### src/rtl/cnn_pkg.sv
// Shared CNN datapath constants: widths, map sizes, argmax index codes
// and the unpool row-phase state type.
package cnn_pkg;

  localparam int DATA_W  = 16;
  localparam int IN_DIM  = 14;
  localparam int OUT_DIM = 2 * IN_DIM;

  localparam logic [1:0] IDX_TL = 2'd0;
  localparam logic [1:0] IDX_TR = 2'd1;
  localparam logic [1:0] IDX_BL = 2'd2;
  localparam logic [1:0] IDX_BR = 2'd3;

  typedef enum logic {
    ST_TOP = 1'b0,
    ST_BOT = 1'b1
  } unpool_st_e;

endpackage

### src/rtl/unpool_rowbuf.sv
// One pooled row of {value, argmax idx}: a single write port and an
// asynchronous read port. Storage is never reset.
module unpool_rowbuf #(
  parameter int W     = 18,
  parameter int DEPTH = 14,
  parameter int AW    = 4
) (
  input  logic          clk,
  input  logic          we,
  input  logic [AW-1:0] waddr,
  input  logic [W-1:0]  wdata,
  input  logic [AW-1:0] raddr,
  output logic [W-1:0]  rdata
);

  logic [W-1:0] r_mem [DEPTH];

  always_ff @(posedge clk) begin
    if (we) r_mem[waddr] <= wdata;
  end

  assign rdata = r_mem[raddr];

endmodule

### src/rtl/maxunpool.sv
// 2x2 max-unpooling: each pooled element is placed at its argmax slot of
// a 2x2 window in a raster-order OUT_DIM x OUT_DIM output stream.
module maxunpool
  import cnn_pkg::*;
#(
  parameter int DATA_W = cnn_pkg::DATA_W,
  parameter int IN_DIM = cnn_pkg::IN_DIM
) (
  input  logic              clk,
  input  logic              rst,
  input  logic              in_valid,
  output logic              in_ready,
  input  logic [DATA_W-1:0] in_data,
  input  logic [1:0]        in_idx,
  output logic              out_valid,
  input  logic              out_ready,
  output logic [DATA_W-1:0] out_data,
  output logic              out_row_end,
  output logic              out_last
);

  localparam int OW = 2 * IN_DIM;
  localparam int CW = $clog2(OW);
  localparam int AW = CW - 1;
  localparam int BW = DATA_W + 2;

  unpool_st_e        r_st;
  unpool_st_e        w_st_nxt;
  logic [CW-1:0]     r_row;
  logic [CW-1:0]     r_col;
  logic              r_out_valid;
  logic [DATA_W-1:0] r_out_data;
  logic              r_row_end;
  logic              r_last;

  logic              w_slot;
  logic              w_need_in;
  logic              w_fire;
  logic              w_adv;
  logic              w_col_end;
  logic              w_frame_end;
  logic              w_hit;
  logic [BW-1:0]     w_rb_rd;
  logic [DATA_W-1:0] w_src_d;
  logic [1:0]        w_src_i;

  assign w_slot      = !r_out_valid || out_ready;
  assign w_need_in   = (r_st == ST_TOP) && !r_col[0];
  assign in_ready    = w_slot && w_need_in;
  assign w_fire      = in_valid && in_ready;
  // Without a fresh element at an even TOP column nothing is produced.
  assign w_adv       = w_slot && (!w_need_in || in_valid);
  assign w_col_end   = r_col == CW'(OW - 1);
  assign w_frame_end = w_col_end && (r_row == CW'(OW - 1));

  assign w_src_d = w_need_in ? in_data : w_rb_rd[BW-1:2];
  assign w_src_i = w_need_in ? in_idx  : w_rb_rd[1:0];
  assign w_hit   = w_src_i == {r_row[0], r_col[0]};

  unpool_rowbuf #(
    .W    (BW),
    .DEPTH(IN_DIM),
    .AW   (AW)
  ) u_rowbuf (
    .clk  (clk),
    .we   (w_fire),
    .waddr(r_col[CW-1:1]),
    .wdata({in_data, in_idx}),
    .raddr(r_col[CW-1:1]),
    .rdata(w_rb_rd)
  );

  always_comb begin
    w_st_nxt = r_st;
    if (w_adv && w_col_end) begin
      unique case (r_st)
        ST_TOP:  w_st_nxt = ST_BOT;
        ST_BOT:  w_st_nxt = ST_TOP;
        default: w_st_nxt = ST_TOP;
      endcase
    end
  end

  always_ff @(posedge clk or posedge rst) begin
    if (rst) r_st <= ST_TOP;
    else     r_st <= w_st_nxt;
  end

  always_ff @(posedge clk or posedge rst) begin
    if (rst) begin
      r_row <= '0;
      r_col <= '0;
    end else if (w_adv) begin
      if (w_col_end) begin
        r_col <= '0;
        r_row <= w_frame_end ? '0 : r_row + 1'b1;
      end else begin
        r_col <= r_col + 1'b1;
      end
    end
  end

  always_ff @(posedge clk or posedge rst) begin
    if (rst) begin
      r_out_valid <= 1'b0;
      r_out_data  <= '0;
      r_row_end   <= 1'b0;
      r_last      <= 1'b0;
    end else if (w_adv) begin
      r_out_valid <= 1'b1;
      r_out_data  <= w_hit ? w_src_d : '0;
      r_row_end   <= w_col_end;
      r_last      <= w_frame_end;
    end else if (w_slot) begin
      r_out_valid <= 1'b0;
    end
  end

  assign out_valid   = r_out_valid;
  assign out_data    = r_out_data;
  assign out_row_end = r_row_end;
  assign out_last    = r_last;

endmodule

### config.mk
export PLATFORM = sky130hd
export DESIGN_NAME = maxunpool
export DESIGN_NICKNAME = d
export VERILOG_FILES = /design/src/rtl/cnn_pkg.sv /design/src/rtl/unpool_rowbuf.sv /design/src/rtl/maxunpool.sv
export SDC_FILE = /design/constraint.sdc
export NUM_CORES = 1
export LEC_CHECK = 0
export CAP_MARGIN = 20
export CORE_UTILIZATION = 45
export DETAILED_ROUTE_END_ITERATION = 7
export HOLD_SLACK_MARGIN = 0.06
export PLACE_DENSITY = 0.61
export RECOVER_POWER = 25
export SLEW_MARGIN = 25
export SYNTH_ARGS = -nofsm -noshare
export SYNTH_HDL_FRONTEND = slang
export SYNTH_SLANG_ARGS = --single-unit
### constraint.sdc
create_clock -name clk -period 4.2 [get_ports clk]
set_input_delay 1.05 -clock clk [delete_from_list [all_inputs] [get_ports clk]]
set_output_delay 1.05 -clock clk [all_outputs]
set_load 0.02 [all_outputs]
==> reports/metrics.yaml, run 1 <==
routedWlPerCell_um: 23.0
use_met2_pct: 30.9
pwr-share-seq_pct: 43.0
areaGrowthSynthToFinish_pct: 16.6
seqCellArea_um2: 8320
crit_type: "primary input to output pin"
final_area_um2: 13100
irDropWorstVdd_uv: 285
dieArea_um2: 25600
power_frac_clock_pct: 29.4
place_area_um2: 12200
cp-start-kind: "primary input"
worstPathRequired_ns: 3.15
grt_max_degree: 44
fin_skew_ns: 0.0111
start_util_pct: 46.0
grt_util_met1_pct: 28.4
fp.coreArea_um2: 24400
cts_setup_buffers: 0
multiInputGateArea_um2: 2730
outcome: "complete, no violations"
yosys.area.top_type_share_pct: 67.4
antenna_found_initial: 0
p_comb_share_pct: 27.6
clk_path_buf_depth: 3
ctsHtreeMaxLevel: 1
synth_area_leaders: "edfxtp_1, dfrtp_1, mux2i_1, mux4_2, a22oi_1"
syn_nets: 652
ys_seq_elements: 282
diodes: 0
synth.most_common_cell: "edfxtp_1"
synth_enable_flop_cells: 252
die_w_um: 160
drt.antenna.violating_nets: 0
endpoint_kind: "output pin"
dr_total_vias: 6057
setup_tns_ns: 0
yosysSeqAreaShare_pct: 74.1
cp.arrival_ns: 2.85
p_sw_share_pct: 31.3
hold_buffers: 0
drv_slew: 0
die_y_um: 160
fmax_mhz: 256
cts.repair.resized: 0
rsz0062_at_grt: "no"
yosysTopAreaCell: "edfxtp_1"
synth.cell_area_um2: 11200
ys_async_sr_fraction_pct: 10.6
switching_power_w: 0.00251
synthTopCellsByCount: "edfxtp_1, mux2i_1, nand2_1"
period_needed_ns: 3.90
synth.distinct_cells: 53
pin_count: 42
power_density_nw_per_um2: 613
viasPerCell: 5.75
setup_viol: 0
grt_overflow_total: 0
drc: 0
synth_flop_cell: "edfxtp_1"
totalWireLength_um: 24200
io_buffers: 41
dp_hpwl_um: 15500
numCtsBuffers: 30
yosysWarnings: 0
syn_inst: 628
gp_congestion: 0.805
grt_use_total_pct: 19.6
cap_violations: 0
drt_iter0_drc: 501
leakage_nw: 4.45
cts_tree: "yes"
num-fill-cells: 1933
clk_pin_slew_worst_paths_ns: 0.06
min_path_type: "flip-flop to flip-flop"
grt_pass1_wl_um: 37600
p_int_w: 0.00552
synth_area_per_cell_um2: 17.9
slew_headroom_pct: 30.6
core.rowCount: 57
final_hold_viol_count: 0
grt_pass1_vias: 6322
top_usage_layer: "met2"
drive_above_1_share_pct: 18.1
firstDrtPassIters: 5
period_share_pct: 93.0
root_buffer: "clkbuf_16"
worstPathMaxFanout: 5
insertion_delay_ns: 0.55
cts.sinks: 282
tightest_slew_ns: 1.03
final_nets: 730
grtUsageMet3_pct: 2.91
-- worst paths after layout --
kind | from | to | slack (ns) | depth (start not counted)
setup / recovery | out_ready | in_ready | 0.30 | 4
hold / removal | out_row_end | out_row_end | 0.49 | 2
setup reg to reg | r_col[2] | out_data[3] | 1.05 | 7
hold reg to reg | out_row_end | out_row_end | 0.49 | 2
max in group asynchronous | rst | out_data[4] | 2.45 | 3
min in group asynchronous | rst | out_data[14] | 1.02 | 2
-- routing by layer --
layer | vias to the layer above | part of all wire (%)
met5 | - | 0
met4 | 0 | 2.4
met3 | 46 | 6.4
met2 | 218 | 47
met1 | 3104 | 44
li1 | 2689 | -
-- critical path, stage by stage --
cell and delay, ns:
clkdlybuf4s50_1 0.45, nand2b_1 0.20, and2_0 0.45, clkdlybuf4s50_1 0.70
-- through the flow --
stage | cells | power, W | utilization, % | setup WS [ns] | hold slack (ns)
floorplan | 628 | 0.00508 | - | 0.00419 | 0.486
global placement | 998 | 0.00569 | 50.1 | 0.349 | 0.476
detailed placement | 998 | 0.00573 | 50.1 | 0.342 | 0.480
CTS | 1053 | 0.00809 | 53.7 | 0.332 | 0.495
global route | 1053 | 0.00836 | 53.7 | 0.279 | 0.521
finish | 1053 | 0.00802 | 53.7 | 0.295 | 0.487
-- flip-flops by register name (all words and copies together), names as in the netlist --
signal / flops
out_data: 16
out_last: 1
out_row_end: 1
out_valid: 1
r_col: 5
r_row: 5
r_st: 1
u_rowbuf.r_mem: 252
-- logic make-up (layout without fill, tap and decap cells) --
| kind of cell | after synthesis | after routing | share of synthesized area, % |
|---|---|---|---|
| AOI/OAI and AO/OA | 98 | 98 | 6.53 |
| xor gates and xnor gates | 3 | 3 | 0.234 |
| adders and majority gates | 2 | 2 | 0.223 |
| buffers and inverters | 37 | 138 | 2.09 |
| DFF | 282 | 282 | 74.1 |
| muxes | 101 | 101 | 12.3 |
| and+or+nand+nor | 105 | 105 | 4.56 |
-- layout make-up --
| type | count | area share (%) |
|---|---|---|
| timing repair buffer | 81 | 5.66 |
| sequential | 282 | 63.6 |
| tap | 324 | 3.10 |
| multi-input combinational | 309 | 20.8 |
| inverter | 2 | 0.0573 |
| clock buffer | 42 | 6.23 |
| clock inverter | 13 | 0.545 |
-- power groups by stage --
stage | combinational [W] | clock (W) | sequential (W)
global route | 0.00239 | 0.00250 | 0.00347
floorplan | 0.00172 | 0 | 0.00337
CTS | 0.00223 | 0.00240 | 0.00345
finish | 0.00222 | 0.00236 | 0.00345
detailed placement | 0.00223 | 0 | 0.00351
global placement | 0.00220 | 0 | 0.00350
-- cells in the final DEF (no fill, tap or decap), types with 3 or more instances in the layout --
cell	synthesis	final
a211oi_1	4	4
a21oi_1	18	18
a22o_1	18	18
a22oi_1	22	22
a32oi_1	8	8
buf_12	1	3
buf_4	9	35
clkbuf_1	12	12
clkbuf_16	0	30
clkdlybuf4s50_1	0	29
clkinv_1	0	7
clkinv_2	0	3
dfrtp_1	30	28
dlygate4sd3_1	0	12
edfxtp_1	252	252
mux2_2	6	6
mux2i_1	66	66
mux4_2	29	29
nand2_1	35	35
nand2b_1	7	7
nand3_1	7	7
nand4_1	8	8
nor2_1	20	12
nor2_2	1	9
nor2b_1	7	7
nor3_1	8	4
nor3_2	0	4
o211ai_1	5	5
o21ai_0	7	6
o22ai_1	4	4
or3_1	3	3
Note: power is estimated with default switching activity, not from simulation.
==> run 2: changes to the inputs <==
Clock period 4.2 ns to 3.6 ns, I/O delays scaled along.
==> run 2 against run 1 <==
  * Register-to-register slack worse by 0.28 ns
  * Cell count up 1.1%
  * Total power grew 24%
  * Clock-buffer cell count fell by 6
  * Core utilization increased by 0.93 points
  * Clock skew up 0.0090 ns
  * Largest cell class unchanged
==> reports/metrics.yaml, run 2 (synthesis gave the netlist of run 1 again) <==
switching_power_w: 0.00301  # +20%
grt_use_total_pct: 19.8  # +0.21 points
cap_violations: 0  # unchanged
io_buffers: 41  # unchanged
period_needed_ns: 3.25
fmax_mhz: 308
layout_common_cells: "edfxtp_1, mux2i_1, buf_4"
cts.sinks: 282  # unchanged
slew_headroom_pct: 38.7  # +8.1 points
start_util_pct: 46.0  # unchanged
gp_congestion: 0.827  # +2.8%
numCtsBuffers: 28  # -6.7%
pwr-share-seq_pct: 40.5  # -2.5 points
worstHoldStart: "out_data[12]"
fp.coreArea_um2: 24400  # unchanged
drive_above_1_share_pct: 20.5  # +2.4 points
setup_viol: 0  # unchanged
clk_path_buf_depth: 3  # unchanged
firstDrtPassIters: 5  # unchanged
rr_worst_depth: 5  # -2
final_common_cell: "edfxtp_1"
p_sw_share_pct: 30.4  # -0.86 points
routedWlPerCell_um: 23.1  # +0.31%
viasPerCell: 5.68  # -1.3%
dr_total_vias: 6048  # -0.15%
irDropWorstVdd_uv: 467  # +64%
drt_iter0_drc: 503  # +0.40%
final_hold_viol_count: 0  # unchanged
ctsHtreeMaxLevel: 1  # unchanged
dp_hpwl_um: 16400  # +5.4%
leakage_nw: 4.58  # +3.0%
crit_type: "primary input to output pin"
drt.antenna.violating_nets: 0  # unchanged
tightest_slew_ns: 0.920  # -0.113 ns
pin_count: 42  # unchanged
place_area_um2: 12300  # +0.84%
outcome: "complete, no violations"
cts.repair.resized: 0  # unchanged
worstPathRequired_ns: 2.70  # -0.45 ns
cp.arrival_ns: 2.35  # -0.50 ns
clk_pin_slew_worst_paths_ns: 0.06  # about the same
final_nets: 743  # +1.8%
power_frac_clock_pct: 31.9  # +2.5 points
grt_pass1_vias: 6185  # -2.2%
drc: 0  # unchanged
regMostFlops: "u_rowbuf.r_mem"
die_w_um: 160  # unchanged
crit_start: "out_ready"
grt_max_degree: 53  # +20%
areaGrowthSynthToFinish_pct: 18.6
diodes: 0  # unchanged
worstPathMaxFanout: 4  # -1
core.rowCount: 57  # unchanged
hold_path_depth: 1  # -1
grt_overflow_total: 0  # unchanged
cts_setup_buffers: 0  # unchanged
rr_startpoint: "r_col[1]"
drv_slew: 0  # unchanged
antenna_found_initial: 0  # unchanged
root_buffer: "clkbuf_16"
cts_tree: "yes"
insertion_delay_ns: 0.54  # about the same
cp-start-kind: "primary input"
grt_pass1_wl_um: 37900  # +0.82%
rsz0062_at_grt: "no"
dieArea_um2: 25600  # unchanged
totalWireLength_um: 24600  # +1.4%
setup_tns_ns: 0  # unchanged
hold_buffers: 0  # unchanged
fin_skew_ns: 0.0201  # +0.00900 ns
min_path_type: "flip-flop to flip-flop"
final_area_um2: 13300  # +1.7%
p_int_w: 0.00690  # +25%
period_share_pct: 90.3
power_density_nw_per_um2: 745  # +21%
p_comb_share_pct: 27.6  # about the same
largest_register_ffs: 252  # unchanged
endpoint_kind: "output pin"
die_y_um: 160  # unchanged
## run 2: cell types whose count changed in the layout (fill, tap and decap cells not counted), sizes merged, moves of 2 or more
cell and change:
buf +11, bufinv +6, clkbuf -2, clkinv -2
## run 2: final timing paths
check | endpoint | slack [ns]
min reg2reg | out_data[12] | 0.50
max | in_ready | 0.35
max in group asynchronous | r_col[1] | 1.96
min | out_data[12] | 0.50
min in group asynchronous | out_data[6] | 0.91
max reg2reg | out_data[5] | 0.77
## run 2: cell type report
cell class,count,area [um2]
inverters,2,7.51
repair buffers,96,813
clock inverters,16,234
flip-flops and latches,282,8320
multi-input cells,309,2740
well taps,324,405
fillers,1919,11100
clock buffers,36,792
## run 2: critical path: stages
cell	delay, ns
clkdlybuf4s50_1	0.45
nand2b_1	0.19
and2_0	0.19
clkdlybuf4s50_1	0.62
## run 2: metal layers
layer  GRT usage (%)  vias up  part of all wire [%]
met5               0        -                     0
met4            4.89        0                   2.1
met3            3.87       36                   6.4
met2            31.1      182                    47
met1            28.5     3114                    45
li1                -     2716                     -
## run 2: power by group through the flow
stage          Sequential, W  Combinational [W]  Clock (W)
2_1_floorplan        0.00393            0.00201          0
3_3_place_gp         0.00407            0.00271          0
3_5_place_dp         0.00408            0.00274          0
4_1_cts              0.00402            0.00275    0.00322
5_1_grt              0.00405            0.00296    0.00335
6_report             0.00401            0.00274    0.00316
## run 2: stage by stage
step	power, W	hold WS [ns]	std cells	setup slack [ns]	util [%]
floorplan	0.00593	0.486	628	0.231	-
global placement	0.00678	0.489	1013	0.377	50.5
detailed placement	0.00682	0.493	1013	0.367	50.5
CTS	0.00999	0.509	1065	0.356	54.7
global route	0.0104	0.520	1065	0.286	54.6
finish	0.00992	0.503	1065	0.349	54.6
